===== src/rtl/loader_pkg.sv =====
// loader_pkg: types and constants shared by the program loader and the CPU.
//   loader_state_t : loader FSM states
//   HALT_WORD      : instruction word that terminates an image (also decoded by is_halt)
//   WORD_BYTES     : bytes per instruction word
package loader_pkg;

  typedef enum logic [2:0] {
    IDLE,
    RECV,
    WRITE,
    DONE,
    ERROR
  } loader_state_t;

  localparam logic [31:0] HALT_WORD  = 32'hFFFF_FFFF;
  localparam int unsigned WORD_BYTES = 4;

endpackage


===== src/rtl/word_assembler.sv =====
// word_assembler: packs a little-endian byte stream into 32-bit words.
//   clock, reset : system clock, synchronous active-high reset
//   clear        : restart at byte 0 (drops any partial word)
//   byte_valid   : byte_in is taken this cycle
//   byte_in      : incoming byte
//   word_out     : current word with byte_in already inserted at the active lane
//   word_ready   : this cycle's byte completes a word (word_out is the full word)
module word_assembler
  import loader_pkg::*;
(
  input  logic        clock,
  input  logic        reset,
  input  logic        clear,
  input  logic        byte_valid,
  input  logic [7:0]  byte_in,
  output logic [31:0] word_out,
  output logic        word_ready
);

  logic [1:0]  byte_idx;
  logic [31:0] word_q;

  // The completed word is offered combinationally on the same cycle the last
  // byte arrives, so the caller can register it without an extra stage.
  always_comb begin
    word_out = word_q;
    if (byte_valid) begin
      word_out[{byte_idx, 3'b000} +: 8] = byte_in;
    end
    word_ready = byte_valid && (byte_idx == 2'(WORD_BYTES - 1));
  end

  always_ff @(posedge clock) begin
    if (reset || clear) begin
      byte_idx <= '0;
      word_q   <= '0;
    end else if (byte_valid) begin
      byte_idx <= byte_idx + 2'd1;
      word_q   <= word_out;
    end
  end

endmodule


===== src/rtl/program_loader.sv =====
// program_loader: boot-time loader filling instruction memory from a byte stream.
//   clock, reset          : system clock, synchronous active-high reset
//   start                 : begin a load session (honoured in IDLE, DONE, ERROR)
//   in_valid/in_data      : byte stream, little-endian words
//   in_ready              : byte stream ready (high only while receiving)
//   imem_we/addr/wdata    : one-cycle instruction memory write per word
//   cpu_reset             : holds the CPU in reset until a halt word is written
//   busy / done / error   : RECV or WRITE / halt word loaded / no halt within DEPTH words
//   word_count            : words written in the current session
module program_loader
  import loader_pkg::*;
#(
  parameter int DEPTH      = 64,
  parameter int ADDR_WIDTH = 32
) (
  input  logic                       clock,
  input  logic                       reset,
  input  logic                       start,
  input  logic                       in_valid,
  input  logic [7:0]                 in_data,
  output logic                       in_ready,
  output logic                       imem_we,
  output logic [ADDR_WIDTH-1:0]      imem_addr,
  output logic [31:0]                imem_wdata,
  output logic                       cpu_reset,
  output logic                       busy,
  output logic                       done,
  output logic                       error,
  output logic [$clog2(DEPTH+1)-1:0] word_count
);

  localparam int CW = $clog2(DEPTH + 1);
  localparam logic [CW-1:0] DEPTH_CW = CW'(DEPTH);

  loader_state_t         state;
  loader_state_t         state_next;
  logic [ADDR_WIDTH-1:0] addr_q;
  logic [CW-1:0]         word_count_inc;
  logic                  start_ok;
  logic                  byte_valid;
  logic                  asm_clear;
  logic [31:0]           asm_word;
  logic                  asm_ready;

  assign start_ok       = start && (state == IDLE || state == DONE || state == ERROR);
  // in_ready is registered and only ever high in RECV, so it alone qualifies a byte.
  assign byte_valid     = in_valid && in_ready;
  assign asm_clear      = start_ok || (state == WRITE);
  assign word_count_inc = word_count + CW'(1);

  word_assembler u_word_assembler (
    .clock      (clock),
    .reset      (reset),
    .clear      (asm_clear),
    .byte_valid (byte_valid),
    .byte_in    (in_data),
    .word_out   (asm_word),
    .word_ready (asm_ready)
  );

  always_comb begin
    state_next = state;
    case (state)
      IDLE, DONE, ERROR: if (start) state_next = RECV;
      RECV:              if (asm_ready) state_next = WRITE;
      WRITE: begin
        // Halt check precedes the capacity check: a halt in the last slot is DONE.
        if (imem_wdata == HALT_WORD)          state_next = DONE;
        else if (word_count_inc == DEPTH_CW)  state_next = ERROR;
        else                                  state_next = RECV;
      end
      default: state_next = IDLE;
    endcase
  end

  // Status outputs are registered from the next state so they line up with
  // the state they describe rather than lagging it by a cycle.
  always_ff @(posedge clock) begin
    if (reset) begin
      state      <= IDLE;
      in_ready   <= 1'b0;
      imem_we    <= 1'b0;
      imem_addr  <= '0;
      imem_wdata <= '0;
      cpu_reset  <= 1'b1;
      busy       <= 1'b0;
      done       <= 1'b0;
      error      <= 1'b0;
      word_count <= '0;
      addr_q     <= '0;
    end else begin
      state     <= state_next;
      in_ready  <= (state_next == RECV);
      imem_we   <= (state_next == WRITE);
      busy      <= (state_next == RECV) || (state_next == WRITE);
      done      <= (state_next == DONE);
      error     <= (state_next == ERROR);
      cpu_reset <= (state_next != DONE);

      case (state)
        IDLE, DONE, ERROR: begin
          if (start) begin
            word_count <= '0;
            addr_q     <= '0;
          end
        end
        RECV: begin
          if (asm_ready) begin
            imem_addr  <= addr_q;
            imem_wdata <= asm_word;
          end
        end
        WRITE: begin
          word_count <= word_count_inc;
          addr_q     <= addr_q + ADDR_WIDTH'(WORD_BYTES);
        end
        default: ;
      endcase
    end
  end

endmodule


===== config.mk =====
export PLATFORM = sky130hd
export DESIGN_NAME = program_loader
export DESIGN_NICKNAME = d
export VERILOG_FILES = /design/src/rtl/loader_pkg.sv /design/src/rtl/word_assembler.sv /design/src/rtl/program_loader.sv
export SDC_FILE = /design/constraint.sdc
export NUM_CORES = 1
export LEC_CHECK = 0
export CORE_UTILIZATION = 23
export DETAILED_ROUTE_END_ITERATION = 16
export RECOVER_POWER = 100
export SLEW_MARGIN = 20
export SYNTH_ARGS = -nofsm -noshare
export SYNTH_HDL_FRONTEND = slang
export SYNTH_HIERARCHICAL = 1
export SYNTH_SLANG_ARGS = --single-unit
export TNS_END_PERCENT = 20

===== constraint.sdc =====
create_clock -name clock -period 2.3 [get_ports clock]
set_clock_uncertainty 0.05 [all_clocks]
set_input_delay 0.345 -clock clock [delete_from_list [all_inputs] [get_ports clock]]
set_output_delay 0.345 -clock clock [all_outputs]
set_load 0.005 [all_outputs]

==> metrics.md <==
| Metric | Value |
|---|---|
| Status | finished, final reports clean |
| Compound-Gate Fraction of Synth Area | 0.185 |
| Gr ovfl total | 0 |
| Post-Syn Area | around 0.0059 mm^2 |
| Register-to-register setup slack | 0.21 ns |
| Global Route Usage Sum | 0.127 |
| Mux contribution to synthesized area | 0.0110 |
| Number of global-route vias before repair | between 5000 and 6000 |
| Synthesis-to-layout area growth | 33.5% |
| Placed wire-length estimate | between 10000 and 15000 um |
| Post-cts resize count | 0 |
| # hold bufs at CTS | 0 |
| Residual DRC | 0 |
| Met3 wire length | 761 um |
| Met2 wire len | 6770 um |
| Initial antenna violation count | 0 |
| EDFF count, synth | 0 |
| Io pins | 89 |
| Count of cell types in the netlist | 54 |
| Port bufs | 86 |
| RePlAce Congestion | 0.781 |
| Internal power | 4.35 mW |
| Max-slew violation count | 0 |
| Largest family of logic cells by synthesized area | simple AND/OR/NAND/NOR gates |
| Die height | 162 um |
| Slew @ Worst Pin | 0.730 ns |
| Worst setup path startpoint | state[1] |
| CP endpoint kind | register |
| Post-route ant nets | 0 |
| Root buf cell | clkbuf_16 |
| N_diodes | 0 |
| Clock power share | 0.517 |
| Synth Flop Type | dfxtp_1 |
| Num rows | 58 |
| Post-Route WL | 16000 um |
| Post-Syn Area per Cell | approximately 8.2 um^2 |
| CP arrival | 2.33 ns |
| Synth async-reset ratio | 0 |
| Adder-Cell Fraction of Synth Area | 0.0169 |
| Final WS setup | 0.207 ns |
| Max IR drop VDD | 338 uV |
| Worst Hold Path Cells | 2 |
| Clk buf depth | 2 |
| Post-synthesis simple-gate area fraction | 0.251 |
| Top cells by area, synth | dfxtp_1, nand2_1, a21oi_1 |
| Final setup vio count | 0 |
| DR top layer | met4 |
| Layout cell share with drive strength beyond 1 | 0.0810 |
| CP peak stage delay | 0.49 ns |
| Net switching power figure | around 1.2 mW |
| Hold endpoint | imem_wdata[7] |
| Post-Synthesis Cells | 718 |
| Initial core utilization | 0.235 |
| Pwr dens | 700 mW/mm^2 |
| CTS tree | yes |
| TritonRoute pass-1 iters | 4 |
| Fmax | 478 MHz |
| Reg-to-reg endpoint | addr_q[23] |
| Largest net degree at the start of global routing | 96 |
| Slew headroom | 0.512 |
| CTS buffer count | 17 |
| Worst EP required | 2.54 ns |
| Fin nets | approximately 840 |
| First-pass GRT wire length | 26400 um |
| Setup TNS | 0 ns |
| Via-to-Cell Ratio | 4.61 |
| Worst slack, placed | 0.0947 ns |
| Tot Pwr | 5.53 mW |
| Area share of xor/xnor cells in the synthesized design | 0.00296 |
| R2r startpoint | state[1] |
| Vias | 5336 |
| Sequential Power Share | 0.448 |
| Yosys reg bits | 142 |
| CTS H-tree lvls | 4 |
| Core area | ~0.025 mm^2 |
| Clk slew on worst S/H paths | 0.06 ns |
| Crit path kind | reg -> reg |
| CP Max Fanout | 11 |
| Number of post-CTS setup repair buffers | 0 |
| WL/cell | 13.8 um |
| R2R cell count | 7 |
| Sw frac | 0.213 |
| Tmin final | 2.09 ns |
| Total clock sinks | 142 |
| Startpoint types | register |
| Slowest-stage cell, CP | or3b_4 |
| Die Span X | 162 um |
| Synth top area share | 0.481 |
| Cell Chain, Critical Path | or3b_4 -> nor3_4 -> clkbuf_1 -> nand3_1 -> o211ai_1 -> o31a_1 -> nor2_1 |
| RSZ-0062 raised after global routing | false |
| Max_cap viols | 0 |
| Die ar. | 0.0264 mm^2 |
| Hold Path Class | in -> reg |
| Final Hold Fails | 0 |
| M1 WL | 8230 um |
| Pleak | roughly 3 nW |
| Largest area contributor in the netlist | dfxtp_1 |
| YS warnings | 6 |
| Worst Hold Launch | reset |
| Worst skew pair latency | 0.42 ns |
| Seq/Total Area, Yosys | 0.481 |
| Fin crit share | 0.910 |
| DRT iter0 DRCs | between 300 and 400 |
| Comb power frac | 0.035 |
## layout make-up
type | count | area (um^2)
Tap cell | 330 | 413
Multi-Input combinational cell | 504 | 2780
Fill cell | 2606 | 17300
Inverter | 29 | 109
Timing Repair Buffer | 121 | 1140
Clock buffer | 22 | 484
Sequential cell | 142 | 2840
Clock inverter | 9 | 133
## per-layer routing
metal / GRT usage / up-vias
met2: 0.190 / 95
met5: 0 / -
li1: - / 2713
met1: 0.173 / 2514
met4: 0.0446 / 0
met3: 0.0349 / 14
## power groups by stage
stage	Combinational (mW)	Clock (mW)	Sequential, mW
after global routing	0.212	3.03	2.48
after CTS	0.204	2.93	2.48
after detailed placement	0.203	0	2.53
final	0.194	2.86	2.48
after floorplan	0.106	0	2.53
after global placement	0.204	0	2.53
## cell usage in the layout (no fill, tap or decap), drive strengths merged, types with 17 or more instances in the layout
cell	count
clkbuf	33
inv	30
a21oi	88
nand2	154
nand3	26
a32oi	21
nor2	60
nand4	17
dfxtp	142
buf	25
dlygate4sd3	74
## worst max-delay path by stage
stage | end | cells after the start
floorplan | u_word_assembler/word_q[11] | 10
global placement | done | 9
detailed placement | done | 9
CTS | addr_q[31] | 6
global route | addr_q[23] | 7
finish | addr_q[23] | 7
## per-stage QoR
| step | utilization | hold WS, ns | cells | instance area, um^2 |
|---|---|---|---|---|
| floorplan | - | 0.391 | 719 | 5920 |
| global placement | 0.291 | 0.392 | 1126 | 7330 |
| detailed placement | 0.291 | 0.396 | 1126 | 7330 |
| CTS | 0.316 | 0.172 | 1157 | 7950 |
| global route | 0.314 | 0.193 | 1157 | 7900 |
| finish | 0.314 | 0.190 | 1157 | 7900 |
## synthesized netlist by cell type (11+ instances only)
cell / number
nand2_1: 154
dfxtp_1: 142
a21oi_1: 87
nor2_1: 59
clkbuf_1: 35
inv_1: 28
nand3_1: 26
a32oi_1: 21
nand4_1: 17
o21ai_0: 12
a22o_1: 11
a32o_1: 11
nor3_1: 11
## worst max-delay path: cells and delay by family, from the launching register on
family                 cells  cell delay [ns]
AOI/OAI and AO/OA          2             0.33
and+or+nand+nor            4             0.92
buffers and inverters      1             0.25
DFF                        1             0.40
## kinds of logic after synthesis
group,Yosys count
fa+ha+maj,8
simple gates,318
buf+inv,73
mux,6
other cells,1
xor+xnor,2
flops,142
compound gates,168
## state kept, by name, indices dropped and copies added (netlist names), 2 cells and up
signal                     count
u_word_assembler/byte_idx      2
addr_q                        30
word_count                     7
imem_addr                     30
imem_wdata                    32
u_word_assembler/word_q       32
state                          3
Note: power is estimated with default switching activity, not from simulation.
